### src/rtl/irq_status8.sv
// Sticky event-status stage: latches OR-reduced events into pending/overflow flags,
// gates them with an enable mask and offers one pending index at a time.
module irq_status8 #(
    parameter int WIDTH = 8,
    parameter int ID_W  = 3
) (
    input  logic             CLK,
    input  logic             RESETN,
    input  logic [WIDTH-1:0] EV,
    input  logic             MASK_WE,
    input  logic [WIDTH-1:0] MASK_D,
    input  logic [WIDTH-1:0] OVF_CLR,
    output logic             O_VALID,
    input  logic             O_READY,
    output logic [ID_W-1:0]  O_ID,
    output logic             IRQ,
    output logic [WIDTH-1:0] PEND,
    output logic [WIDTH-1:0] OVF,
    output logic [WIDTH-1:0] MASK
);

    localparam logic [0:0] IDLE  = 1'b0;
    localparam logic [0:0] OFFER = 1'b1;

    logic [0:0]       state;
    logic             acc;
    logic [WIDTH-1:0] clr_vec;
    logic [WIDTH-1:0] pend_nxt;
    logic [WIDTH-1:0] ovf_nxt;
    logic [WIDTH-1:0] req;
    logic [ID_W-1:0]  sel;
    logic             any;

    assign acc = O_VALID & O_READY;
    assign req = PEND & MASK;
    assign any = |req;

    always_comb begin
        clr_vec = '0;
        if (acc) clr_vec[O_ID] = 1'b1;
    end

    // A fresh event always wins over the clear from an accept or OVF_CLR.
    assign pend_nxt = EV | (PEND & ~clr_vec);
    assign ovf_nxt  = (OVF & ~OVF_CLR) | (EV & PEND & ~clr_vec);

    // Descending scan so the lowest enabled pending index is the one that sticks.
    always_comb begin
        sel = '0;
        for (int i = WIDTH - 1; i >= 0; i--) begin
            if (req[i]) sel = ID_W'(i);
        end
    end

    // Stage p0: flag capture, mask and interrupt summary
    always_ff @(posedge CLK or negedge RESETN) begin
        if (!RESETN) begin
            PEND <= '0;
            OVF  <= '0;
            MASK <= '1;
            IRQ  <= 1'b0;
        end else begin
            PEND <= pend_nxt;
            OVF  <= ovf_nxt;
            if (MASK_WE) MASK <= MASK_D;
            IRQ  <= |(PEND & MASK);
        end
    end

    // Stage p1: offer FSM; O_ID stays frozen for the whole OFFER state
    always_ff @(posedge CLK or negedge RESETN) begin
        if (!RESETN) begin
            state   <= IDLE;
            O_VALID <= 1'b0;
            O_ID    <= '0;
        end else begin
            case (state)
                IDLE: begin
                    if (any) begin
                        O_ID    <= sel;
                        O_VALID <= 1'b1;
                        state   <= OFFER;
                    end
                end
                OFFER: begin
                    if (acc) begin
                        O_VALID <= 1'b0;
                        state   <= IDLE;
                    end
                end
                default: begin
                    O_VALID <= 1'b0;
                    state   <= IDLE;
                end
            endcase
        end
    end

endmodule

### config.mk
export PLATFORM = sky130hd
export DESIGN_NAME = irq_status8
export DESIGN_NICKNAME = d
export VERILOG_FILES = /design/src/rtl/irq_status8.sv
export SDC_FILE = /design/constraint.sdc
export NUM_CORES = 1
export LEC_CHECK = 0
export CAP_MARGIN = 15
export CORE_MARGIN = 2
export CORE_UTILIZATION = 37
export CTS_CLUSTER_DIAMETER = 80
export CTS_CLUSTER_SIZE = 25
export DETAILED_ROUTE_END_ITERATION = 8
export MAX_ROUTING_LAYER = met4
export PLACE_DENSITY = 0.84
export SYNTH_ARGS = -nofsm -noshare
export SYNTH_HDL_FRONTEND = slang
export SYNTH_SLANG_ARGS = --single-unit
### constraint.sdc
create_clock -name CLK -period 1.37 [get_ports CLK]
set_input_delay 0.137 -clock CLK [delete_from_list [all_inputs] [get_ports CLK]]
set_output_delay 0.137 -clock CLK [all_outputs]
set_load 0.02 [all_outputs]
==> results of run 1 <==
## metrics by stage
stage	area, um^2	utilization [%]	hold WS (ns)	power (W)	std cells
finish	2010	60.8	0.150	0.00182	235
global route	2010	60.8	0.150	0.00191	235
CTS	2020	60.9	0.157	0.00183	232
detailed placement	1990	60.2	0.517	0.00137	224
global placement	1990	60.2	0.515	0.00136	224
floorplan	1270	-	-0.159	0.00114	111
## timing repair
| action | in CTS | in global routing |
|---|---|---|
| buffers inserted | 0 | 3 |
| endpoints found under the hold margin | 0 | 0 |
| endpoints found under the setup margin | 30 | 11 |
| resized for setup | 41 | 11 |
| pin swaps | 2 | 2 |
## critical path, delay by kind of cell, from the launching register on
kind / cells / cell delay, ns
simple gates: 1 / 0.06
compound gates: 2 / 0.44
mux: 1 / 0.25
flops: 1 / 0.56
## routing by layer
layer / part of all wire, % / up-vias
met2: 52 / 41
met3: 6.0 / 7
met4: 2.1 / 0
met1: 40 / 558
li1: - / 543
met5: 0 / -
## cell type report
cell class / count / share of cell area [%]
Sequential cell: 30 / 37.8
Multi-Input combinational cell: 63 / 22.3
Timing Repair Buffer: 72 / 31.7
Tap cell: 46 / 2.86
Inverter: 16 / 2.99
Clock buffer: 8 / 2.43
## logic make-up after synthesis
group	synth area share (%)
simple gates	9.62
flops	59.7
buf+inv	5.40
compound gates	17.1
mux	8.24
## synthesized netlist by cell type, types with 2 or more instances
master and number:
mux2_2 8, nand2_1 12, o21ai_0 6, a21oi_1 4, o31ai_1 2, nor2_1 5, a32o_1 3, dfrtp_1 22
nand2b_1 2, dfstp_2 8, inv_1 16, a22oi_2 4, o22ai_1 8
## final timing paths
kind | startpoint | cells past startpoint | to
worst max-delay path | MASK[6] | 4 | O_ID[0]
worst min-delay path | RESETN | 2 | OVF[1]
worst max register to register | MASK[6] | 4 | O_ID[0]
worst min register to register | OVF[3] | 2 | OVF[3]
max in group asynchronous | RESETN | 2 | MASK[2]
min in group CLK | EV[7] | 3 | PEND[7]
## sequential cells by signal (all words and copies together), names as in the netlist
signal / flops
PEND: 8
O_VALID: 1
state: 1
O_ID: 3
MASK: 8
OVF: 8
IRQ: 1
## power by group through the flow
stage / Combinational [W] / Sequential [W] / Clock [W]
after floorplan: 0.0000906 / 0.00105 / 0
after global placement: 0.000362 / 0.000995 / 0
after detailed placement: 0.000373 / 0.000999 / 0
after CTS: 0.000351 / 0.000982 / 0.000498
after global routing: 0.000371 / 0.000992 / 0.000544
final: 0.000346 / 0.000982 / 0.000490
==> flow_summary.json, run 1 <==
{
  "status": "complete, but fails checks",
  "violations": "setup timing",
  "synth_cell_types": 24,
  "seqPwrFrac_pct": 54.0,
  "die-height_um": 62.7,
  "num_vias": 1149,
  "crit_type": "flop to flop",
  "track_usage_pct": 19.9,
  "cts_tree": "yes",
  "peakVddDrop_v": 0.000575,
  "grt_pass1_wl_mm": 5.70,
  "grt_max_degree": 31,
  "wirelength_mm": 3.40,
  "setup_viol": 2,
  "finalCriticalPeriod_ns": 1.42,
  "rsz0062_at_grt": "yes",
  "cts_max_path_buffers": 2,
  "ys_async_sr_fraction_pct": 100,
  "crit_required_ns": 1.60,
  "grt_remaining_overflow": 0,
  "synth.avg_cell_area_um2": 11.5,
  "power.switching_w": 0.000480,
  "finalWorstSetupSlack_ns": -0.0544,
  "synthTopCellsByArea": "dfrtp_1 (43%), dfstp_2 (16%), mux2_2 (7.1%), inv_1 (4.7%), a22oi_2 (3.9%)",
  "fin_crit_sh_pct": 104,
  "yosysTopAreaCell": "dfrtp_1",
  "crit_path_end_kind": "flop",
  "io_pins": 57,
  "start_kind": "flop",
  "cts_hold_buf": 0,
  "viasPerCell": 4.89,
  "io_buffer_count": 56,
  "grt_pass1_vias": 1228,
  "numCtsBuffers": 5,
  "multi_input_area_um2": 448,
  "gp_congestion": 0.914,
  "crit_chain": "nand2_1 -> a32o_1 -> a32o_1 -> mux2_4",
  "drv_slew": 0,
  "core_um2": 3310,
  "met3_usage_pct": 6.49,
  "tightest_slew_ns": 0.379,
  "synth_edf_count": 0,
  "cp_max_fo": 3,
  "use_met1_pct": 20.7,
  "cp.arrival_ns": 1.65,
  "p_clk_share_pct": 27.0,
  "cpMostUsedCell": "a32o_1",
  "drtIter0Drc": 46,
  "antenna_found_initial": 0,
  "hold_viol_final": 0,
  "syn_area_um2": 1270,
  "cpPeakStageDelay_ns": 0.56,
  "wire_per_inst_um": 14.5,
  "timing.fmax_mhz": 702,
  "leakage_nw": 0.896,
  "skew_ns": 0.00592,
  "std_cell_rows": 21,
  "synthToLayoutAreaGrowth_pct": 57.8,
  "hold_class": "input port to async pin",
  "hpwl_mm": 2.67,
  "cts_sinks": 30,
  "path_clk_slew_ns": 0.09,
  "ys.warnings.count": 0,
  "root_buffer": "clkbuf_4",
  "die_area_um2": 3930,
  "ys.flop_type": "dfrtp_1",
  "final_cell_mix": "clkdlybuf4s50_1 (27), dfrtp_1 (22), dlygate4sd2_1 (19), inv_1 (16), buf_4 (13)",
  "grt.busiest_layer": "met2",
  "seq_area_frac_synth_pct": 59.7,
  "maxCapViolations": 0,
  "p_per_area_nw_per_um2": 904,
  "drive_gt1_share_pct": 28.0,
  "slew_headroom_pct": 74.6,
  "p_sw_share_pct": 26.4,
  "drc": 0,
  "p_int_w": 0.00134,
  "first_pass_iters": 4,
  "rrSetupSlack_ns": -0.05,
  "num_antenna_cells": 0,
  "clkLatencyLatePin_ns": 0.33,
  "crit_slowest_cell": "dfstp_2",
  "fp.dieW_um": 62.7,
  "synth_nets": 139,
  "synth.top_cell.area_share_pct": 43.2,
  "h-tree-depth": 2,
  "use_met2_pct": 33.9,
  "seqCellArea_um2": 761,
  "combPwrFrac_pct": 19.0,
  "dp_slack_ns": -0.0905,
  "final_common_cell": "clkdlybuf4s50_1",
  "fillCellCount": 314,
  "syn_inst": 111,
  "final_nets": 216,
  "ys_ff_latch": 30,
  "final_antenna_net_count": 0,
  "initial_core_util_pct": 38.5,
  "tns_ns": -0.0798
}
Power figures use the tool's default switching activity.
==> inputs of run 2 (changes only) <==
- SLEW_MARGIN: not set -> 0
==> results of run 2 <==
Final layout, timing and power as in run 1 (identical DEF).
==> inputs of run 3 (changes only) <==
- CAP_MARGIN: 15 -> 20
- CORE_MARGIN: 2 -> not set
- REMOVE_ABC_BUFFERS: not set -> 1
==> flow_summary.json, run 3 (synthesis results as in run 1) <==
{
  "cp_max_fo": 2,
  "clkLatencyLatePin_ns": 0.33,
  "grt_pass1_wl_mm": 5.50,
  "cp.arrival_ns": 1.66,
  "drive_gt1_share_pct": 29.6,
  "crit_required_ns": 1.59,
  "viasPerCell": 4.85,
  "finalWorstSetupSlack_ns": -0.0676,
  "peakVddDrop_v": 0.000664,
  "tightest_slew_ns": 0.344,
  "hold_class": "input port to async pin",
  "start_kind": "flop",
  "setup_viol": 1,
  "grt_remaining_overflow": 0,
  "drc": 0,
  "fp.dieW_um": 60.7,
  "root_buffer": "clkbuf_4",
  "timing.fmax_mhz": 696,
  "num_antenna_cells": 0,
  "rrSetupSlack_ns": -0.07,
  "cts_hold_buf": 0,
  "synthToLayoutAreaGrowth_pct": 59.1,
  "hold_slack_ns": 0.154,
  "finalCriticalPeriod_ns": 1.44,
  "cts_tree": "yes",
  "place_inst": 224,
  "violations": "setup timing",
  "instances_no_fill": 233,
  "worstRegToRegCells": 4,
  "antenna_found_initial": 0,
  "fin_crit_sh_pct": 105,
  "path_clk_slew_ns": 0.09,
  "wire_per_inst_um": 14.1,
  "die-height_um": 60.7,
  "std_cell_rows": 20,
  "core_um2": 3150,
  "grt_pass1_vias": 1192,
  "met3_usage_pct": 7.25,
  "io_pins": 57,
  "gp_congestion": 0.854,
  "reg2reg_from": "MASK[2]",
  "final_nets": 216,
  "drv_slew": 0,
  "initial_core_util_pct": 40.4,
  "rsz0062_at_grt": "yes",
  "h-tree-depth": 2,
  "use_met2_pct": 34.2,
  "crit_path_end_kind": "flop",
  "slew_headroom_pct": 77.0,
  "first_pass_iters": 4,
  "cts_sinks": 30,
  "crit_type": "flop to flop",
  "skew_ns": 0.00347,
  "p_per_area_nw_per_um2": 918,
  "leakage_nw": 0.910,
  "drtIter0Drc": 18,
  "num_vias": 1130,
  "final_antenna_net_count": 0,
  "grt.busiest_layer": "met2",
  "cts_max_path_buffers": 2,
  "hold_viol_final": 0,
  "r2r-end": "O_ID[0]",
  "final_cell_mix": "clkdlybuf4s50_1 (27), dfrtp_1 (22), inv_1 (16), dlygate4sd2_1 (16), buf_4 (14)",
  "die_area_um2": 3680,
  "use_met1_pct": 26.1,
  "track_usage_pct": 21.9,
  "biggestRegsByFlops": "MASK: 8 flops, OVF: 8 flops, PEND: 8 flops",
  "maxCapViolations": 0,
  "grt_max_degree": 31,
  "io_buffer_count": 56,
  "tns_ns": -0.0676,
  "final_common_cell": "clkdlybuf4s50_1",
  "wirelength_mm": 3.28,
  "hpwl_mm": 2.50,
  "numCtsBuffers": 5,
  "status": "complete, but fails checks"
}
[run 3: timing repair]
action | 4_1_cts | 5_1_grt
resized for setup | 44 | 12
gates cloned | 0 | 0
setup buffers | 1 | 0
setup endpoints to repair | 30 | 12
endpoints found under the hold margin | 0 | 0
pin swaps | 2 | 2
[run 3: final cells by class]
cell class / count / area [um^2]
clock buffers: 7 / 55.1
clock inverters: 1 / 5.00
fillers: 273 / 1120
inverters: 16 / 60.1
multi-input cells: 63 / 448
flip-flops and latches: 30 / 761
well taps: 44 / 55.1
repair buffers: 72 / 644
[run 3: power breakdown]
group          internal, W  total, W  switching (W)
clock network     0.000248  0.000544       0.000295
registers         0.000944  0.000981      0.0000365
logic             0.000185  0.000337       0.000152
[run 3: worst max path at each step]
stage	from	endpoint
3_3_place_gp	MASK[6]	O_ID[0]
5_1_grt	MASK[6]	O_ID[0]
2_1_floorplan	MASK[6]	O_ID[0]
3_5_place_dp	MASK[6]	O_ID[0]
4_1_cts	MASK[2]	O_ID[0]
6_report	MASK[2]	O_ID[0]
[run 3: per-layer routing]
metal	up-vias	wire, um
met4	0	67
met3	9	229
met5	-	0
met2	45	1580
li1	544	-
met1	532	1400
[run 3: through the flow]
stage / setup slack, ns / utilization (%) / instance area [um^2] / power, W
after floorplan: -0.136 / - / 1270 / 0.00113
after global placement: -0.0359 / 63.7 / 2010 / 0.00135
after detailed placement: -0.0652 / 63.7 / 2010 / 0.00137
after CTS: -0.0573 / 65.0 / 2050 / 0.00189
after global routing: -0.0864 / 64.3 / 2030 / 0.00195
final: -0.0676 / 64.3 / 2030 / 0.00186
[run 3: critical path, cell delays in order (launching register included)]
cell and delay, ns:
dfstp_2 0.55, nand2_2 0.06, a32o_1 0.27, a32o_1 0.20
mux2_4 0.25
